===== config.mk =====
export PLATFORM = sky130hd
export DESIGN_NAME = mem_stage
export DESIGN_NICKNAME = d
export VERILOG_FILES = /design/src/rtl/mem_stage.sv
export SDC_FILE = /design/constraint.sdc
export NUM_CORES = 1
export LEC_CHECK = 0
export CAP_MARGIN = 20
export CORE_UTILIZATION = 40
export CTS_CLUSTER_SIZE = 30
export DETAILED_ROUTE_END_ITERATION = 8
export PLACE_DENSITY = 0.76
export SYNTH_ARGS = -nofsm -noshare
export SYNTH_HDL_FRONTEND = slang
export SYNTH_SLANG_ARGS = --single-unit

===== constraint.sdc =====
create_clock -name clock -period 2.7 [get_ports clock]
set_clock_uncertainty 0.1 [all_clocks]
set_input_delay 0.54 -clock clock [delete_from_list [all_inputs] [get_ports clock]]
set_output_delay 0.54 -clock clock [all_outputs]
set_load 0.02 [all_outputs]

===== src/rtl/mem_stage.sv =====
// Memory-access stage: turns load/store requests into a single-beat bus transaction and extends load data.
// Optional MEM_TIMEOUT_EN adds an 8-bit REQ watchdog that aborts the access with a Bus_err pulse.
module mem_stage (
    input  logic        clock,
    input  logic        reset,
    input  logic        Mem_read,
    input  logic        Mem_write,
    input  logic [5:0]  Exe_opcode,
    input  logic [31:0] ALU_result,
    input  logic [31:0] Read_data_2,
    output logic        Bus_req,
    output logic        Bus_we,
    output logic [31:0] Bus_addr,
    output logic [31:0] Bus_wdata,
    output logic [3:0]  Bus_be,
    input  logic        Bus_ack,
    input  logic [31:0] Bus_rdata,
    output logic [31:0] Mem_data,
    output logic        Stall,
    output logic        Done,
    output logic        Addr_err,
    output logic        Bus_err
);
    typedef enum logic [1:0] {IDLE, REQ, DONE} state_t;
    state_t state, state_nxt;

    // opcode[1:0]: 00 byte, 01 halfword, 11 word; opcode[2] selects zero-extension
    logic [1:0]  size;
    logic        req_any, misaligned, aligned_req, timeout;
    logic [3:0]  be_nxt;
    logic [31:0] wdata_nxt;
    logic [1:0]  ld_size, ld_off;
    logic        ld_uns;

    assign size        = Exe_opcode[1:0];
    assign req_any     = Mem_read | Mem_write;
    assign aligned_req = req_any & ~misaligned;
    assign Stall       = ((state == IDLE) & aligned_req) | (state == REQ);
    assign Done        = (state == DONE);

    always_comb begin
        misaligned = 1'b0;
        be_nxt     = 4'hF;
        wdata_nxt  = Read_data_2;
        case (size)
            2'b00: begin
                be_nxt    = 4'b0001 << ALU_result[1:0];
                wdata_nxt = {4{Read_data_2[7:0]}};
            end
            2'b01: begin
                misaligned = ALU_result[0];
                be_nxt     = ALU_result[1] ? 4'b1100 : 4'b0011;
                wdata_nxt  = {2{Read_data_2[15:0]}};
            end
            2'b11: misaligned = |ALU_result[1:0];
            default: ;
        endcase
    end

    function automatic logic [31:0] extend(input logic [31:0] d, input logic [1:0] sz,
                                           input logic uns, input logic [1:0] off);
        logic [7:0]  b;
        logic [15:0] h;
        b = d[{off, 3'b000} +: 8];
        h = off[1] ? d[31:16] : d[15:0];
        case (sz)
            2'b00:   extend = uns ? {24'b0, b} : {{24{b[7]}}, b};
            2'b01:   extend = uns ? {16'b0, h} : {{16{h[15]}}, h};
            default: extend = d;
        endcase
    endfunction

`ifdef MEM_TIMEOUT_EN
    logic [7:0] tmo_cnt;
    // count value 254 marks the 255th REQ cycle; an ack in that cycle still wins
    assign timeout = (state == REQ) & ~Bus_ack & (tmo_cnt == 8'd254);

    always_ff @(posedge clock or negedge reset) begin
        if (!reset) begin
            tmo_cnt <= 8'd0;
            Bus_err <= 1'b0;
        end else begin
            Bus_err <= timeout;
            if (state == IDLE && aligned_req)
                tmo_cnt <= 8'd0;
            else if (state == REQ && !Bus_ack)
                tmo_cnt <= tmo_cnt + 8'd1;
        end
    end
`else
    assign timeout = 1'b0;
    assign Bus_err = 1'b0;
`endif

    always_comb begin
        state_nxt = state;
        case (state)
            IDLE:    if (aligned_req) state_nxt = REQ;
            REQ:     if (Bus_ack || timeout) state_nxt = DONE;
            DONE:    state_nxt = IDLE;
            default: state_nxt = IDLE;
        endcase
    end

    always_ff @(posedge clock or negedge reset) begin
        if (!reset) state <= IDLE;
        else        state <= state_nxt;
    end

    always_ff @(posedge clock or negedge reset) begin
        if (!reset) begin
            Bus_req   <= 1'b0;
            Bus_we    <= 1'b0;
            Bus_addr  <= 32'd0;
            Bus_wdata <= 32'd0;
            Bus_be    <= 4'd0;
            Mem_data  <= 32'd0;
            Addr_err  <= 1'b0;
            ld_size   <= 2'd0;
            ld_off    <= 2'd0;
            ld_uns    <= 1'b0;
        end else begin
            Addr_err <= (state == IDLE) & req_any & misaligned;
            case (state)
                IDLE: if (aligned_req) begin
                    Bus_req   <= 1'b1;
                    Bus_we    <= Mem_write;
                    Bus_addr  <= {ALU_result[31:2], 2'b00};
                    Bus_wdata <= wdata_nxt;
                    Bus_be    <= Mem_write ? be_nxt : 4'hF;
                    ld_size   <= size;
                    ld_uns    <= Exe_opcode[2];
                    ld_off    <= ALU_result[1:0];
                end
                REQ: if (Bus_ack || timeout) begin
                    Bus_req <= 1'b0;
                    if (Bus_ack && !Bus_we)
                        Mem_data <= extend(Bus_rdata, ld_size, ld_uns, ld_off);
                end
                default: ;
            endcase
        end
    end
endmodule

==> results of run 1 <==
==> critical path, stage by stage <==
cell             delay (ps)
clkdlybuf4s50_1         450
a21o_1                  210
a2111o_2                480
nand2_1                  70
buf_2                   180
==> per-layer routing <==
metal | GRT usage | up-vias
li1 | - | 2245
met1 | 0.3042 | 2236
met2 | 0.3915 | 194
met3 | 0.05135 | 27
met4 | 0.1221 | 0
met5 | 0 | -
==> what timing repair did <==
action	in CTS	in global routing
hold buffers	0	0
setup endpoints to repair	1	1
buffers inserted	0	0
cloned	0	0
pin swaps	0	0
gates resized for setup	3	2
==> state kept, by name (all words and copies together), names as in the netlist <==
| register | flops |
|---|---|
| Addr_err | 1 |
| Bus_addr | 30 |
| Bus_be | 4 |
| Bus_req | 1 |
| Bus_wdata | 32 |
| Bus_we | 1 |
| Mem_data | 32 |
| ld_off | 2 |
| ld_size | 2 |
| ld_uns | 1 |
| state | 2 |
==> placed cells by master, fill, tap and decap left out, types with 7 or more instances in the layout <==
cell | netlist | layout
mux2_2 | 8 | 8
clkbuf_16 | 0 | 9
nand3_1 | 39 | 39
nand4_1 | 7 | 7
o22a_1 | 8 | 8
a22oi_1 | 7 | 7
clkdlybuf4s50_1 | 0 | 204
o21ai_0 | 31 | 31
nor2_1 | 24 | 24
nand2_1 | 184 | 184
dfrtp_1 | 108 | 108
a21oi_1 | 19 | 19
mux2i_1 | 34 | 34
o21ai_1 | 11 | 11
buf_4 | 3 | 20
==> how the worst max path moves through the flow <==
stage | startpoint | slack, ps | to
floorplan | Exe_opcode[1] | 230 | Stall
finish | ALU_result[0] | 120 | Stall
global route | ALU_result[0] | 80 | Stall
CTS | ALU_result[0] | 20 | Stall
global placement | ALU_result[0] | -320 | Stall
detailed placement | ALU_result[0] | -330 | Stall
==> layout make-up <==
| class | instances | area, µm² | share of cell area |
|---|---|---|---|
| clock buffers | 12 | 246.5 | 0.03242 |
| clock inverters | 2 | 60.06 | 0.007899 |
| inverters | 6 | 22.52 | 0.002962 |
| multi-input cells | 401 | 2125 | 0.2794 |
| flip-flops and latches | 108 | 2703 | 0.3554 |
| well taps | 168 | 210.2 | 0.02765 |
| repair buffers | 227 | 2237 | 0.2942 |
==> kinds of logic (layout without fill, tap and decap cells) <==
family,count (synthesis),after routing,synth area share
AOI/OAI and AO/OA,86,86,0.1063
other,1,3,0.0007424
and+or+nand+nor,270,270,0.2237
muxes,42,42,0.08521
DFF,108,108,0.5351
buffers and inverters,48,247,0.04904
==> synthesized netlist by cell type (all sizes together) <==
library cell  instances  area (µm²)
a2111o                2       22.52
a2111oi               1       27.53
a21o                  1       7.510
a21oi                19       95.09
a221oi                1       8.760
a22oi                 7       52.55
a31oi                 2       12.51
buf                  18       135.1
clkbuf               24       90.09
conb                  1       3.750
dfrtp               108        2703
inv                   6       22.52
mux2                  8       90.09
mux2i                34       340.3
nand2               184       690.7
nand2b                5       31.28
nand3                39       195.2
nand3b                1       7.510
nand4                 7       43.79
nand4bb               1       11.26
nor2                 24       90.09
nor2b                 1       6.260
nor3                  3       15.01
nor3b                 3       22.52
nor4bb                1       10.01
o21ai                42       210.2
o22a                  8       70.07
o22ai                 1       6.260
o311ai                1       16.27
o31ai                 1       7.510
or3                   1       6.260
==> stage by stage <==
stage / utilization / setup TNS (ps)
floorplan: - / 0
global placement: 0.5998 / -316.9
detailed placement: 0.5998 / -381.7
CTS: 0.6251 / 0
global route: 0.6252 / 0
finish: 0.6252 / 0
==> where the power goes <==
part	switching (µW)	internal [µW]	total (µW)	leakage, µW
registers	497	2360	2860	0.00132
logic	2290	1950	4240	0.00201
clock network	565	829	1390	0.000149
==> impl_metrics.csv, run 1 <==
group,metric,value,unit
cells_and_area,nFillCells,1044,
timing,hold_viol,0,
floorplan,die_y,114.4,µm
timing,clock.fmax,387.9,MHz
clock_tree,cts.reportedPaths.clkPinSlew,70,ps
timing,layout_setup_ws,122.2,ps
pwr,power,8490,µW
setup_path,reg2reg_depth,4,
grt,track_usage,0.2408,
floorplan,num_rows,40,
clock_tree,clockRootBuffer,"clkbuf_16",
floorplan,dieArea,13080,µm²
placed_design,placed_cell_area,7295,µm²
detailed_routing,final_antenna_net_count,0,
clock_tree,htree_levels,3,
cells_and_area,layout-drive-gt1-share,0.06217,
yosys,ys_ff_latch,108,
setup_path,cp.required,2060,ps
yosys,netlist_area,5051,µm²
detailed_routing,routed_wl,15.15,mm
floorplan,initial_core_util,0.4153,
grt,overflow,0,
hold_path,hold_class,"in2async",
grt,grt_pass1_vias,4762,
floorplan,io_pins,213,
setup_path,setup.worst_path.start_class,"input pin",
pwr,p_leak,0.003483,µW
placed_design,dp_hpwl,10.97,mm
cells_and_area,finalNetCount,860,
grt,grt_antenna_before_repair,0,
cells_and_area,fin_cells,924,
clock_tree,cts_tree,"yes",
timing,hold_slack,53.84,ps
setup_path,critPathMaxFanout,2,
detailed_routing,routed-via-count,4702,
timing,fin_crit_sh,0.9547,
cells_and_area,layout-area-overhead-vs-synth,50.53,%
yosys,synth.distinct_cells,34,
detailed_routing,initialDrtViolationCount,351,
pwr,vdd_drop_max,0.0006509,V
detailed_routing,dr.pass1.iters,5,
timing,tightest_slew,923.4,ps
placed_design,dp.cells,909,
timing,maxSlewViolCount,0,
setup_path,r2r_slack,690,ps
timing,slew_headroom,0.3844,
cells_and_area,antennaDiodeCount,0,
placed_design,globalplace.congestion,0.8234,
status,status,"completed",
clock_tree,clockBufferDepth,2,
detailed_routing,top_layer,"met4",
yosys,postSynthAreaPerCell,9.101,µm²
setup_path,r2r_end,"Mem_data[3]",
detailed_routing,routed-wl-met2,7.294,mm
setup_path,end_kind,"output pin",
floorplan,core,12160,µm²
placed_design,io_buffer_count,206,
yosys,ys_seq_area_frac,0.5351,
timing,finalSetupViolCount,0,
detailed_routing,drt-met1-wl,6.386,mm
timing,rsz0062_at_grt,"false",
yosys,synth_cells,555,
setup_path,r2r_start,"ld_size[0]",
pwr,p_per_area,1117,nW/µm²
setup_path,path_class,"in2out",
floorplan,die_width,114.4,µm
placed_design,pre_cts_ws,-334.0,ps
yosys,yosysWarnings,0,
cells_and_area,stdcell_area,7604,µm²
setup_path,critPathArrivalTime,1940,ps
clock_tree,clkSinkCount,108,
detailed_routing,met3_wirelength,992,µm
detailed_routing,vias_per_cell,5.089,
job,cap_viol_max_count,0,
grt,grt_start_max_net_pins,99,
detailed_routing,remaining_drc_errors,0,
detailed_routing,wire_per_inst,16.39,µm
grt,grt_pass1_wl,24.21,mm
clock_tree,numCtsBuffers,9,
timing,fin_crit,2578,ps
clock_tree,clk_latency,350,ps
Power figures use the tool's default switching activity.
==> inputs of run 2 (changes only) <==
--- a/config.mk
+++ b/config.mk
@@ -6,10 +6,10 @@
 export NUM_CORES = 1
 export LEC_CHECK = 0
 export CAP_MARGIN = 20
-export CORE_UTILIZATION = 40
+export CORE_UTILIZATION = 43
 export CTS_CLUSTER_SIZE = 30
 export DETAILED_ROUTE_END_ITERATION = 8
-export PLACE_DENSITY = 0.76
+export PLACE_DENSITY = 0.81
 export SYNTH_ARGS = -nofsm -noshare
 export SYNTH_HDL_FRONTEND = slang
 export SYNTH_SLANG_ARGS = --single-unit
==> impl_metrics.csv, run 2 (synthesis gave the netlist of run 1 again) <==
group,metric,value,unit
clock_tree,cts_tree,"yes",
timing,maxSlewViolCount,0,
timing,hold_viol,0,
pwr,power,8388,µW
grt,track_usage,0.2545,
cells_and_area,multi_input_area,2125,µm²
cells_and_area,antennaDiodeCount,0,
setup_path,critPathArrivalTime,1940,ps
setup_path,r2r_end,"Mem_data[30]",
grt,grt_pass1_wl,23.50,mm
pwr,p_leak,0.003471,µW
setup_path,cp.required,2060,ps
clock_tree,htree_levels,3,
floorplan,num_rows,39,
floorplan,die_y,110.4,µm
grt,grt_pass1_vias,4639,
cells_and_area,final_core_util,0.6622,
clock_tree,clockRootBuffer,"clkbuf_16",
placed_design,dp.cells,884,
setup_path,r2r_slack,640,ps
placed_design,dp_hpwl,10.79,mm
floorplan,core,11420,µm²
timing,clock.fmax,386.9,MHz
cells_and_area,nFillCells,912,
detailed_routing,initialDrtViolationCount,387,
clock_tree,numCtsBuffers,9,
clock_tree,clkSinkCount,108,
floorplan,io_pins,213,
cells_and_area,stdcell_area,7561,µm²
hold_path,hold_class,"in2async",
setup_path,r2r_start,"ld_off[1]",
placed_design,io_buffer_count,206,
clock_tree,clockBufferDepth,2,
floorplan,dieArea,12180,µm²
setup_path,setup.worst_path.start_class,"input pin",
timing,finalSetupViolCount,0,
cells_and_area,layout-area-overhead-vs-synth,49.69,%
detailed_routing,wire_per_inst,16.74,µm
cells_and_area,layout_common_cells,"clkdlybuf4s50_1, nand2_1, dfrtp_1",
setup_path,critPathMaxFanout,4,
clock_tree,clk_latency,340,ps
cells_and_area,fin_cells,900,
clock_tree,cts.reportedPaths.clkPinSlew,70,ps
grt,overflow,0,
clock_tree,cts_hold_buf,0,
timing,rsz0062_at_grt,"false",
timing,fin_crit_sh,0.9572,
job,cap_viol_max_count,0,
cells_and_area,seq_area,2703,µm²
detailed_routing,dr.pass1.iters,7,
status,status,"completed",
setup_path,reg2reg_depth,3,
grt,grt_start_max_net_pins,99,
detailed_routing,vias_per_cell,5.282,
pwr,p_per_area,1109,nW/µm²
pwr,vdd_drop_max,0.0006533,V
setup_path,end_kind,"output pin",
setup_path,path_class,"in2out",
floorplan,initial_core_util,0.4424,
grt,grt_antenna_before_repair,0,
detailed_routing,remaining_drc_errors,0,
cells_and_area,largestRegisters,"Bus_wdata (32), Mem_data (32), Bus_addr (30)",
detailed_routing,routed-via-count,4754,
placed_design,globalplace.congestion,0.8348,
cells_and_area,final_common_cell,"clkdlybuf4s50_1",
floorplan,die_width,110.4,µm
cells_and_area,layout-drive-gt1-share,0.06473,
detailed_routing,final_antenna_net_count,0,
timing,tightest_slew,1096,ps
timing,fin_crit,2584,ps
placed_design,placed_cell_area,7276,µm²
timing,slew_headroom,0.2679,
cells_and_area,finalNetCount,859,
detailed_routing,routed_wl,15.06,mm
-- run 2: changes by cell type in the layout (fill, tap and decap cells not counted) --
cell and change:
buf_4 -2, bufinv_16 -2, clkbuf_8 +2, clkinvlp_4 +2
buf_12 +1, clkbuf_1 -1, clkinv_2 +1
-- run 2: metrics by stage --
stage	TNS [ps]	setup slack [ps]	hold WS, ps
2_1_floorplan	0	227.4	144.4
3_3_place_gp	-340.6	-340.6	357.4
3_5_place_dp	-350.9	-350.9	361.8
4_1_cts	0	16.42	78.98
5_1_grt	0	69.64	97.60
6_report	0	115.6	74.43
-- run 2: worst max-delay path by stage --
stage	from	end	cells past startpoint
finish	ALU_result[1]	Stall	5
global route	ALU_result[1]	Stall	5
CTS	ALU_result[1]	Stall	5
detailed placement	ALU_result[1]	Stall	5
global placement	ALU_result[1]	Stall	5
floorplan	Exe_opcode[1]	Stall	7
-- run 2: area by class of cell --
type,instances,share of cell area
clock buffers,13,0.03574
clock inverters,3,0.002648
inverters,6,0.002979
multi-input cells,401,0.2810
flip-flops and latches,108,0.3574
well taps,143,0.02366
repair buffers,226,0.2965
-- run 2: layer usage --
metal | part of all wire | global-route usage | vias to the layer above
met2 | 0.51 | 0.4326 | 202
met3 | 0.073 | 0.05467 | 21
met4 | 0.021 | 0.09492 | 0
met1 | 0.40 | 0.3178 | 2269
li1 | - | - | 2262
met5 | 0 | 0 | -
-- run 2: repair_timing --
action	CTS	global route
endpoints found under the setup margin	1	1
resized for setup	3	1
buffers inserted	0	0
pin swaps	0	0
-- run 2: power by group --
group	leakage (µW)	switching, µW	total [µW]	internal (µW)
logic	0.00201	2290	4250	1960
registers	0.00132	496	2860	2360
clock network	0.000138	581	1280	702
total	0.00347	3360	8390	5030
-- run 2: worst max-delay path: stages --
cell	delay, ps
clkdlybuf4s50_1	470
a21o_1	210
a2111o_2	480
nand2_1	70
buf_2	170
==> inputs of run 3 (changes only) <==
--- a/config.mk
+++ b/config.mk
@@ -10,6 +10,7 @@
 export CTS_CLUSTER_SIZE = 30
 export DETAILED_ROUTE_END_ITERATION = 8
 export PLACE_DENSITY = 0.81
+export REMOVE_ABC_BUFFERS = 1
 export SYNTH_ARGS = -nofsm -noshare
 export SYNTH_HDL_FRONTEND = slang
 export SYNTH_SLANG_ARGS = --single-unit
==> impl_metrics.csv, run 3 (synthesis gave the netlist of run 1 again) <==
group,metric,value,unit
cells_and_area,largestRegisters,"Bus_wdata (32), Mem_data (32), Bus_addr (30)",
grt,grt_pass1_wl,23.63,mm
setup_path,cp.required,2060,ps
setup_path,reg2reg_depth,4,
detailed_routing,dr.pass1.iters,4,
floorplan,io_pins,213,
detailed_routing,vias_per_cell,5.253,
pwr,power,8323,µW
clock_tree,clockRootBuffer,"clkbuf_16",
setup_path,critPathArrivalTime,1950,ps
detailed_routing,final_antenna_net_count,0,
timing,fin_crit,2592,ps
setup_path,setup.worst_path.start_class,"input pin",
setup_path,crit_chain,"clkdlybuf4s50_1 -> a21o_1 -> a2111o_2 -> nand2_1 -> buf_2",
pwr,p_per_area,1105,nW/µm²
floorplan,core,11420,µm²
placed_design,dp_hpwl,10.62,mm
setup_path,critPathMaxFanout,4,
setup_path,crit_path_start,"ALU_result[1]",
clock_tree,post_cts_buffers,0,
timing,hold_viol,0,
clock_tree,clockBufferDepth,2,
hold_path,worstHoldStart,"Bus_addr[10]",
timing,fin_crit_sh,0.9602,
timing,slew_headroom,0.3075,
grt,grt_pass1_vias,4817,
pwr,vdd_drop_max,0.0006408,V
grt,overflow,0,
job,cap_viol_max_count,0,
hold_path,hold_class,"reg2reg",
cells_and_area,final_core_util,0.6594,
cells_and_area,antennaDiodeCount,0,
cells_and_area,layout-drive-gt1-share,0.05703,
clock_tree,clk_latency,340,ps
placed_design,io_buffer_count,206,
grt,grt_start_max_net_pins,99,
hold_path,hold_depth,2,
cells_and_area,layout-area-overhead-vs-synth,49.07,%
timing,maxSlewViolCount,0,
setup_path,crit_family,"compound AO/OA/AOI/OAI gates",
setup_path,cp.depth,5,
floorplan,dieArea,12180,µm²
clock_tree,numCtsBuffers,9,
floorplan,die_y,110.4,µm
timing,rsz0062_at_grt,"false",
setup_path,end_kind,"output pin",
cells_and_area,finalNetCount,857,
detailed_routing,remaining_drc_errors,0,
timing,tightest_slew,1037,ps
clock_tree,cts_tree,"yes",
setup_path,path_class,"in2out",
placed_design,globalplace.congestion,0.7886,
floorplan,initial_core_util,0.4424,
floorplan,die_width,110.4,µm
detailed_routing,initialDrtViolationCount,259,
detailed_routing,routed_wl,14.94,mm
floorplan,num_rows,39,
clock_tree,htree_levels,3,
timing,finalSetupViolCount,0,
detailed_routing,routed-via-count,4712,
detailed_routing,wire_per_inst,16.66,µm
clock_tree,cts.reportedPaths.clkPinSlew,60,ps
grt,grt_antenna_before_repair,0,
timing,clock.fmax,385.7,MHz
status,status,"completed",
cells_and_area,final_common_cell,"clkdlybuf4s50_1",
clock_tree,clkSinkCount,108,
cells_and_area,layout_common_cells,"clkdlybuf4s50_1, nand2_1, dfrtp_1",
setup_path,r2r_start,"ld_size[1]",
setup_path,slowest_stage,"a2111o_2",
grt,track_usage,0.2556,
setup_path,cp.buffers_inverters,2,
pwr,p_leak,0.003451,µW
setup_path,critPathMaxStageDelay,480,ps
[run 3: changes by cell type in the layout (fill, tap and decap cells not counted)]
cell           delta
clkbuf_1          +2
clkinvlp_4        -1
clkinv_2          -1
clkbuf_8          -1
buf_4             -3
dlygate4sd3_1     +1
[run 3: power by group]
part	switching, µW	internal, µW
combinational	2250	1950
clock	550	673
sequential	540	2360
[run 3: stage by stage]
step           setup WS, ps  cell area, µm²  TNS [ps]  hold WS (ps)  instances
6_report              107.5            7530         0         370.7        897
4_1_cts               7.861            7536         0         378.8        897
3_5_place_dp         -356.9            7253    -370.6         263.6        881
5_1_grt               78.59            7530         0         397.0        897
3_3_place_gp         -346.5            7253    -346.5         264.4        881
2_1_floorplan        -813.9            4833    -25980         144.4        515
[run 3: worst paths after layout]
path | slack (ps) | to
min reg2reg | 370 | Bus_addr[10]
min in group asynchronous | 460 | Mem_data[16]
max in group asynchronous | 1400 | ld_off[1]
max reg2reg | 480 | Mem_data[2]
min | 370 | Bus_addr[10]
max | 110 | Stall
[run 3: worst reg2reg max path: cells and delay by family, from the launching register on]
family             cells  cell delay [ps]
AOI/OAI and AO/OA      2              310
DFF                    1              650
and+or+nand+nor        2             1110
[run 3: timing repair]
item | in CTS | in global routing
resized for setup | 3 | 2
hold endpoints to repair | 5 | 0
hold buffers | 1 | 0
setup endpoints to repair | 1 | 1
pin swaps | 0 | 0
[run 3: final cells by class]
class	count	area [µm²]
Inverter	6	22.52
Fill cell	937	3889
Tap cell	143	178.9
Multi-Input combinational cell	401	2125
Clock inverter	1	7.507
Clock buffer	14	264.0
Sequential cell	108	2703
Timing Repair Buffer	224	2230
[run 3: routing by layer]
metal	track usage	share of wire	up-vias
met1	0.2951	0.39	2260
li1	-	-	2245
met5	0	0	-
met3	0.09759	0.11	17
met4	0.07331	0.013	0
met2	0.4406	0.49	190
